## src/rtl/ser_pkg.sv

```systemverilog
// ----------------------------------------------------------------------------
// ser_pkg
// Shared definitions for the parallel-to-serial word transmitter:
//   - state_e          : FSM state encoding (IDLE / SHIFT / GAP)
//   - IDLE_BIT_DEFAULT : default level on the serial line when not shifting
//   - min1_clog2()     : counter-width helper that never returns 0
// ----------------------------------------------------------------------------
package ser_pkg;

  typedef enum logic [1:0] {
    ST_IDLE  = 2'd0,
    ST_SHIFT = 2'd1,
    ST_GAP   = 2'd2
  } state_e;

  localparam logic IDLE_BIT_DEFAULT = 1'b0;

  // Bits needed to hold the values 0..n-1. A counter always gets at least
  // one bit, even when it only ever holds 0.
  function automatic int unsigned min1_clog2(input int unsigned n);
    return (n <= 1) ? 1 : $clog2(n);
  endfunction

endpackage : ser_pkg

```

## src/rtl/ser_word_tx_bit_tick_gen.sv

```systemverilog
// ----------------------------------------------------------------------------
// bit_tick_gen
// Bit-period divider. It counts clock cycles inside one serial bit period
// and raises a registered tick in the last cycle of each period.
//
// Ports:
//   clk  : rising-edge clock
//   rst  : asynchronous active-low reset
//   en   : the serial line is shifting in the NEXT cycle. The owner drives
//          this from its next-state logic, so tick can stay registered.
//   clr  : synchronous clear with priority over en
//   tick : high in the last cycle of each DIV-cycle bit period
// ----------------------------------------------------------------------------
module bit_tick_gen
  import ser_pkg::*;
#(
  parameter int unsigned DIV = 1
) (
  input  logic clk,
  input  logic rst,
  input  logic en,
  input  logic clr,
  output logic tick
);

  localparam int unsigned     CW   = min1_clog2(DIV);
  localparam logic [CW-1:0]   LAST = CW'(DIV - 1);

  logic [CW-1:0] cnt_q, cnt_d;
  logic          run_q, run_d;
  logic          tick_q, tick_d;

  // The count restarts at 0 on the first cycle of a run and after every
  // tick. It only advances while below LAST, so it never wraps.
  always_comb begin
    cnt_d  = '0;
    run_d  = en && !clr;
    if (run_d && run_q && !tick_q) begin
      cnt_d = cnt_q + CW'(1);
    end
    tick_d = run_d && (cnt_d == LAST);
  end

  always_ff @(posedge clk or negedge rst) begin
    if (!rst) begin
      cnt_q  <= '0;
      run_q  <= 1'b0;
      tick_q <= 1'b0;
    end else begin
      cnt_q  <= cnt_d;
      run_q  <= run_d;
      tick_q <= tick_d;
    end
  end

  assign tick = tick_q;

endmodule : bit_tick_gen

```

## src/rtl/ser_word_tx.sv

```systemverilog
// ----------------------------------------------------------------------------
// ser_word_tx
// Parallel-to-serial transmitter. It accepts a WIDTH-bit word over a
// valid/ready handshake and sends it MSB-first on d_out, holding each bit
// for DIV cycles. After the last bit it can insert GAP idle cycles. The
// word_done pulse marks the cycle in which a downstream WIDTH-bit serial-in
// register holds the complete word.
//
// Ports:
//   clk        : rising-edge clock
//   rst        : asynchronous active-low reset
//   load_data  : word to transmit (sampled only at the accept edge)
//   load_valid : load_data is valid
//   load_ready : high in IDLE (decoded from the state register)
//   flush      : synchronous abort; overrides every other input
//   d_out      : registered serial bit
//   bit_strobe : registered; high in the last cycle of each bit period
//   busy       : high in SHIFT or GAP (decoded from the state register)
//   word_done  : registered one-cycle pulse after the last bit period
// ----------------------------------------------------------------------------
module ser_word_tx
  import ser_pkg::*;
#(
  parameter int unsigned WIDTH    = 3,
  parameter int unsigned DIV      = 1,
  parameter int unsigned GAP      = 0,
  parameter logic        IDLE_BIT = IDLE_BIT_DEFAULT
) (
  input  logic             clk,
  input  logic             rst,
  input  logic [WIDTH-1:0] load_data,
  input  logic             load_valid,
  output logic             load_ready,
  input  logic             flush,
  output logic             d_out,
  output logic             bit_strobe,
  output logic             busy,
  output logic             word_done
);

  localparam int unsigned   BCW      = $clog2(WIDTH + 1);
  localparam int unsigned   GCW      = min1_clog2(GAP + 1);
  localparam logic [BCW-1:0] BIT_LAST = BCW'(WIDTH - 1);
  // GAP_LAST only matters when GAP > 0; the guard keeps it in range otherwise.
  localparam logic [GCW-1:0] GAP_LAST = GCW'((GAP > 0) ? GAP - 1 : 0);

  state_e           state_q, state_d;
  logic [WIDTH-1:0] shift_q, shift_d;
  logic [BCW-1:0]   bit_cnt_q, bit_cnt_d;
  logic [GCW-1:0]   gap_cnt_q, gap_cnt_d;
  logic             d_out_q, d_out_d;
  logic             done_q, done_d;
  logic             tick;

  // --------------------------------------------------------------------------
  // Bit-period timing. en is driven from the next state, so the strobe is
  // already valid in the first cycle of each bit.
  // --------------------------------------------------------------------------
  bit_tick_gen #(
    .DIV (DIV)
  ) u_tick (
    .clk  (clk),
    .rst  (rst),
    .en   (state_d == ST_SHIFT),
    .clr  (flush),
    .tick (tick)
  );

  // --------------------------------------------------------------------------
  // Next-state logic
  // --------------------------------------------------------------------------
  // NOTE: every signal assigned here gets a default first. A path that
  // skips an assignment would otherwise infer a latch.
  always_comb begin
    state_d   = state_q;
    shift_d   = shift_q;
    bit_cnt_d = bit_cnt_q;
    gap_cnt_d = gap_cnt_q;
    done_d    = 1'b0;

    if (flush) begin
      // Abort wins over an accept in the same cycle and never reports a word.
      state_d   = ST_IDLE;
      shift_d   = '0;
      bit_cnt_d = '0;
      gap_cnt_d = '0;
    end else begin
      unique case (state_q)
        ST_IDLE: begin
          if (load_valid) begin
            shift_d   = load_data;
            bit_cnt_d = '0;
            state_d   = ST_SHIFT;
          end
        end

        ST_SHIFT: begin
          if (tick) begin
            shift_d = shift_q << 1;
            if (bit_cnt_q == BIT_LAST) begin
              bit_cnt_d = '0;
              gap_cnt_d = '0;
              done_d    = 1'b1;
              state_d   = (GAP > 0) ? ST_GAP : ST_IDLE;
            end else begin
              bit_cnt_d = bit_cnt_q + BCW'(1);
            end
          end
        end

        ST_GAP: begin
          if (gap_cnt_q == GAP_LAST) begin
            gap_cnt_d = '0;
            state_d   = ST_IDLE;
          end else begin
            gap_cnt_d = gap_cnt_q + GCW'(1);
          end
        end

        default: begin
          state_d = ST_IDLE;
        end
      endcase
    end

    // d_out is a registered copy of the MSB the shift register will hold next.
    d_out_d = (state_d == ST_SHIFT) ? shift_d[WIDTH-1] : IDLE_BIT;
  end

  // --------------------------------------------------------------------------
  // State registers
  // --------------------------------------------------------------------------
  // NOTE: sequential state uses non-blocking assignments only, so every
  // flop samples the values that existed before the clock edge.
  always_ff @(posedge clk or negedge rst) begin
    if (!rst) begin
      state_q   <= ST_IDLE;
      // NOTE: the shift register is reset on purpose. A word cut off by
      // reset must not leave stale bits that a later flush could expose.
      shift_q   <= '0;
      bit_cnt_q <= '0;
      gap_cnt_q <= '0;
      d_out_q   <= IDLE_BIT;
      done_q    <= 1'b0;
    end else begin
      state_q   <= state_d;
      shift_q   <= shift_d;
      bit_cnt_q <= bit_cnt_d;
      gap_cnt_q <= gap_cnt_d;
      d_out_q   <= d_out_d;
      done_q    <= done_d;
    end
  end

  // --------------------------------------------------------------------------
  // Outputs
  // --------------------------------------------------------------------------
  assign load_ready = (state_q == ST_IDLE);
  assign busy       = (state_q == ST_SHIFT) || (state_q == ST_GAP);
  assign d_out      = d_out_q;
  assign bit_strobe = tick;
  assign word_done  = done_q;

endmodule : ser_word_tx

```

## config.mk

```make
export PLATFORM = sky130hd
export DESIGN_NAME = ser_word_tx
export DESIGN_NICKNAME = d
export VERILOG_FILES = /design/src/rtl/ser_pkg.sv /design/src/rtl/ser_word_tx_bit_tick_gen.sv /design/src/rtl/ser_word_tx.sv
export SDC_FILE = /design/constraint.sdc
export NUM_CORES = 1
export LEC_CHECK = 0
export ABC_AREA = 1
export CAP_MARGIN = 20
export CORE_MARGIN = 10
export CORE_UTILIZATION = 45
export DETAILED_ROUTE_END_ITERATION = 8
export DONT_BUFFER_PORTS = 1
export PLACE_DENSITY_LB_ADDON = 0.3
export REMOVE_ABC_BUFFERS = 1
export SYNTH_ARGS = -nofsm -noshare
export SYNTH_HDL_FRONTEND = slang
export SYNTH_SLANG_ARGS = --single-unit
```

## constraint.sdc

```tcl
create_clock -name clk -period 1.6 [get_ports clk]
set_input_delay 0.24 -clock clk [delete_from_list [all_inputs] [get_ports clk]]
set_output_delay 0.24 -clock clk [all_outputs]
set_load 0.01 [all_outputs]
```

# ---- Word-level counts from Yosys, hierarchy flattened
# Index checks and enable logic that the tools add are counted.
dict set report totals {
  reg_bits 13
  output_inout_bits 5
  wordCells 59
}
dict set report classes {
  add_sub_neg 3
  n_eq_ne 7
  n_mux 26
  bitwise_logic 1
  n_reduce_logical 12
}
# op n
set op_table {}
lappend op_table {{2-bit two-way mux} 9}
lappend op_table {{1-bit two-way mux} 10}
lappend op_table {{3-bit two-way mux} 3}
lappend op_table {{3-bit by 2-bit != test with 1-bit output, second input constant} 2}
lappend op_table {{2-bit case mux with 3 select lines} 1}
lappend op_table {{3-bit case mux with 2 select lines} 1}
lappend op_table {{3-bit AND reduction} 2}
lappend op_table {{3-bit nonzero test} 2}
lappend op_table {{2-bit by 1-bit == test with 1-bit output, second input constant} 2}
lappend op_table {{2-bit == test, second input constant} 2}
lappend op_table {{1-bit logical AND} 4}
lappend op_table {{2-bit case mux with 2 select lines} 1}
lappend op_table {{3-bit != test, second input constant} 1}
lappend op_table {{1-bit adder, second input constant} 2}
lappend op_table {{2-bit by 1-bit adder with 2-bit output, second input constant} 1}
lappend op_table {{1-bit zero test} 2}
lappend op_table {{2-bit zero test} 1}
lappend op_table {{1-bit case mux with 2 select lines} 1}
lappend op_table {{1-bit logical OR} 1}
lappend op_table {{1-bit NOT} 1}

# ---- Logic depth before layout (Yosys ltp)
dict set report depth {
  word_depth 12
  mapped_depth 9
  ltp_nobuf 9
}

# ---- Hierarchy
# A second synthesis with hierarchy kept.
dict set report hier_totals {
  hier_cells 79
  area_unflattened_um2 628.1
}
# module n_inst cells_per_inst area_each_um2 seq_area_each_um2
set by_module_without_submodules {}
lappend by_module_without_submodules {ser_word_tx 1 69 520.5 225.2}
lappend by_module_without_submodules {bit_tick_gen 1 10 107.6 75.1}

# ---- Worst setup path after synthesis
# No wires, ideal clock.
dict set report synth_path {
  path_kind {register to register}
  start {register state_q[0]}
  end {register u_tick.tick_q, in the netlist u_tick.tick}
  setup_time_ns 0.120
  t_arrival_ns 1.239
  slack_ns 0.241
  stages_incl_launch_ff 9
  period_less_slack_ns 1.359
  cell_sequence {dfrtp_1 > inv_1 > ha_1 > inv_1 > or2_0 > nand2_1 > nand2_2 > nand2_2 > nor2_1}
}
dict set report synth_via {
  elab_cells_between_ends 16
  cone_classes {3 x eq/ne; 7 x mux; 1 x bitwise; 5 x reduce/logical}
}
# item line_no
set synth_lines {}
lappend synth_lines {{start, declared} ser_word_tx.sv:47} ;# state_e state_q, state_d;
lappend synth_lines {{start signal, assigned} ser_word_tx.sv:146} ;# state_q <= state_d;
lappend synth_lines {{2-bit zero test (*)} n/a}
lappend synth_lines {{named net load_ready} ser_word_tx.sv:33} ;# output logic load_ready,
lappend synth_lines {{2-bit case mux with 3 select lines (*)} ser_word_tx.sv:88} ;# unique case (state_q)
lappend synth_lines {{2-bit two-way mux (*)} ser_word_tx.sv:81} ;# if (flush) begin
lappend synth_lines {{2-bit by 1-bit == test with 1-bit output (*)} ser_word_tx.sv:64} ;# .en (state_d == ST_SHIFT),
lappend synth_lines {{1-bit logical AND (*)} ser_word_tx_bit_tick_gen.sv:37} ;# run_d = en && !clr;
lappend synth_lines {{1-bit logical AND (2 in a row)} ser_word_tx_bit_tick_gen.sv:38} ;# if (run_d && run_q && !tick_q) begin
lappend synth_lines {{1-bit two-way mux} ser_word_tx_bit_tick_gen.sv:38}
lappend synth_lines {{1-bit NOT} ser_word_tx_bit_tick_gen.sv:41} ;# tick_d = run_d && (cnt_d == LAST);
lappend synth_lines {{1-bit logical AND (*)} ser_word_tx_bit_tick_gen.sv:41}
lappend synth_lines {{named net u_tick.tick_d} ser_word_tx_bit_tick_gen.sv:31} ;# logic tick_q, tick_d;
lappend synth_lines {{end signal, assigned} ser_word_tx_bit_tick_gen.sv:52} ;# tick_q <= tick_d;
lappend synth_lines {{end, declared} ser_word_tx_bit_tick_gen.sv:31}
# The timed path passes the listed nets; every way through them passes the cells marked *.
# A chain may end at the register's enable or synchronous reset.

# ---- Worst setup path in the final report
dict set report layout_path {
  start {register state_q[0]}
  end {register u_tick.tick_q, in the netlist u_tick.tick}
}
dict set report layout_via {
  elab_chain_cells 11
  elab_cells_between_ends 16
  cone_classes {3 x eq/ne; 7 x mux; 1 x bitwise; 5 x reduce/logical}
}
# item line_no
set layout_lines {}
lappend layout_lines {{2-bit two-way mux} ser_word_tx.sv:100} ;# if (bit_cnt_q == BIT_LAST) begin
lappend layout_lines {{2-bit two-way mux} ser_word_tx.sv:98} ;# if (tick) begin
lappend layout_lines {{2-bit case mux with 3 select lines (*)} ser_word_tx.sv:88}
lappend layout_lines {{2-bit two-way mux (*)} ser_word_tx.sv:81}
lappend layout_lines {{2-bit by 1-bit == test with 1-bit output (*)} ser_word_tx.sv:64}
lappend layout_lines {{1-bit logical AND (*)} ser_word_tx_bit_tick_gen.sv:37}
lappend layout_lines {{1-bit logical AND (2 in a row)} ser_word_tx_bit_tick_gen.sv:38}
lappend layout_lines {{1-bit two-way mux} ser_word_tx_bit_tick_gen.sv:38}
lappend layout_lines {{1-bit NOT} ser_word_tx_bit_tick_gen.sv:41}
lappend layout_lines {{1-bit logical AND (*)} ser_word_tx_bit_tick_gen.sv:41}
lappend layout_lines {{named net u_tick.tick_d} ser_word_tx_bit_tick_gen.sv:31}
# Marks and branches as above.

==> impl_metrics.yaml <==
clock_network:
  numCtsBuffers: 3
  clk_latency_ns: 0.26
  h-tree-depth: 1
  path_clk_slew_ns: 0.07
  cts_tree: "yes"
  cts.repair.resized: 0
  cts_root_buf: "clkbuf_4"
  clkSinkCount: 12
  ctsLongestPathBuffers: 2
pwr:
  peakVddDrop_mv: 0.4668
  leakage_nw: 0.3556
  power_density_nw_per_um2: 930.0
  total_power_mw: 0.6167
logic_synthesis:
  synth_fa_ha_area_share_pct: 6.211
  ys_ff_latch: 12
  synth_compound_area_share_pct: 4.762
  netlist_instances: 74
  ys_warn_count: 0
  synth_top_family_by_area: "simple AND/OR/NAND/NOR gates"
  synth_xor_xnor_area_share_pct: 0
  synthDominantAreaCellType: "dfrtp_1"
  synth-simple-area-share_pct: 31.26
  synth.avg_cell_area_um2: 8.167
  synthMuxAreaShare_pct: 0
  synth_top_area_share_pct: 49.69
  synthesis.area_um2: 604.3
  synth_area_leaders: "dfrtp_1 (50%), nand2_1 (11%), inv_1 (6.8%)"
  ys_types: 14
  yosysSeqAreaShare_pct: 49.69
timing:
  rsz0062_at_grt: "no"
  slew_headroom_pct: 65.62
  period_share_pct: 87.01
  drv_slew: 0
  tns_ns: 0
  setup_viol: 0
  period_minus_slack_ns: 1.392
  finalHoldViolCount: 0
  timing.fmax_ghz: 0.7183
  tightest_slew_ns: 0.5140
  skew_ns: 0.002189
  holdWs_ns: 0.1241
critical_path:
  worstPathRequired_ns: 1.75
  crit_type: "flip-flop to flip-flop"
  critPathCaptureType: "flip-flop"
  crit_fanout: 4
  arrival_ns: 1.54
  start_kind: "flip-flop"
grt:
  grt_pass1_wl_mm: 1.766
  grt_use_total_pct: 6.937
  grt_max_degree: 13
  antenna_found_initial: 0
  grt_pass1_vias: 430
  grt_overflow: 0
placed_design:
  dp_hpwl_um: 872.1
  gp_congestion: 0.8023
  dp.cells: 90
  placed_cell_area_um2: 630.6
  portBuffers: 0
route:
  drc_errors: 0
  drtIter0Drc: 2
  drt.antenna.violating_nets: 0
  wl_per_cell_um: 11.26
  drt_wl_total_mm: 1.058
  firstDrtPassIters: 4
  viasPerCell: 4.723
  vias: 444
floorplanning:
  start_util_pct: 47.03
  io_pins: 12
  die_x_um: 56.65
  die-area_um2: 3209
  core_area_um2: 1285
  fp-row-count: 13
  die_h_um: 56.65
final_layout:
  finalNonFillerCells: 94
  diodes: 0
  layout-drive-gt1-share_pct: 16.46
  area_growth_pct: 9.731
  fillers: 126
  nets: 91
  design_area_um2: 663.1
flow_run:
  cap_violations: 0
outcome:
  status: "finished, final reports clean"
hold_path:
  hold_path_class: "primary input to flip-flop"
==> critical path, cell delays in order (launching register included) <==
cell and delay (ns):
dfrtp_1 0.40, inv_1 0.08, ha_1 0.22, inv_1 0.10
or2_0 0.20, nand2_1 0.08, nand2_2 0.06, nand2_2 0.10
nor2_1 0.05
==> state kept, by name (all words and copies together) (netlist names) <==
signal        flops
u_tick.tick       1
shift_q           3
u_tick.run_q      1
state_q           2
d_out             1
u_tick.cnt_q      1
word_done         1
bit_cnt_q         2
==> logic make-up after synthesis <==
family,count (synthesis)
compound gates,5
buf+inv,13
simple gates,41
fa+ha+maj,3
flops,12
==> power breakdown <==
group          leakage [nW]  internal [mW]  switching [mW]  total (mW)
Clock                0.0138         0.0868          0.0885       0.175
Combinational         0.179         0.0365          0.0680       0.104
Sequential            0.163          0.322          0.0153       0.337
==> timing repair <==
action | in CTS | in global routing
hold buffers | 1 | 0
hold endpoints to repair | 12 | 0
buffers inserted | 0 | 0
setup endpoints to repair | 0 | 0
==> worst paths after layout <==
check	endpoint	cells past startpoint	slack (ns)	start
worst max register to register	u_tick.tick	8	0.21	state_q[0]
worst min register to register	u_tick.cnt_q	3	0.48	u_tick.cnt_q
worst max-delay path	u_tick.tick	8	0.21	state_q[0]
worst min-delay path	shift_q[0]	2	0.12	load_data[0]
min in group asynchronous	shift_q[1]	1	0.38	rst
max in group asynchronous	u_tick.cnt_q	1	0.87	rst
==> final cells by class <==
class | count | area [µm²] | area share, %
clock buffers | 3 | 22.52 | 3.396
inverters | 13 | 48.80 | 7.358
multi-input cells | 49 | 255.2 | 38.49
flip-flops and latches | 12 | 300.3 | 45.28
well taps | 15 | 18.77 | 2.830
repair buffers | 2 | 17.52 | 2.642
==> routing by layer <==
metal | global-route usage, % | vias up | share of wire [%]
met5 | 0 | - | 0
met3 | 4.494 | 2 | 7.2
met4 | 3.093 | 0 | 0.66
met1 | 7.342 | 193 | 47
met2 | 10.50 | 9 | 45
li1 | - | 240 | -
==> placed cells by master, fill, tap and decap left out <==
cell type,instances
inv_1,11
dfrtp_1,12
nor3_1,3
dlygate4sd3_1,1
ha_1,3
a21oi_2,1
or2_0,1
nand2_2,5
nand2_1,17
a21oi_1,1
buf_4,1
nand3_2,1
o21ai_1,3
inv_2,2
clkbuf_4,3
nand3_1,8
nor2_1,6
==> metrics by stage <==
stage / worst slack (ns) / utilization (%)
finish: 0.2079 / 51.61
global route: 0.06797 / 51.61
CTS: 0.1939 / 51.61
detailed placement: 0.2217 / 49.08
global placement: 0.2300 / 49.08
floorplan: 0.2410 / -
==> cell usage after synthesis <==
master / instances
nor2_1: 6
ha_1: 3
nand2_1: 17
nor3_1: 3
a21oi_2: 1
a21oi_1: 1
dfrtp_1: 12
or2_0: 1
o21ai_1: 3
inv_1: 11
nand3_1: 8
nand3_2: 1
nand2_2: 5
inv_2: 2
No activity file was read; power rests on OpenSTA's default activity.
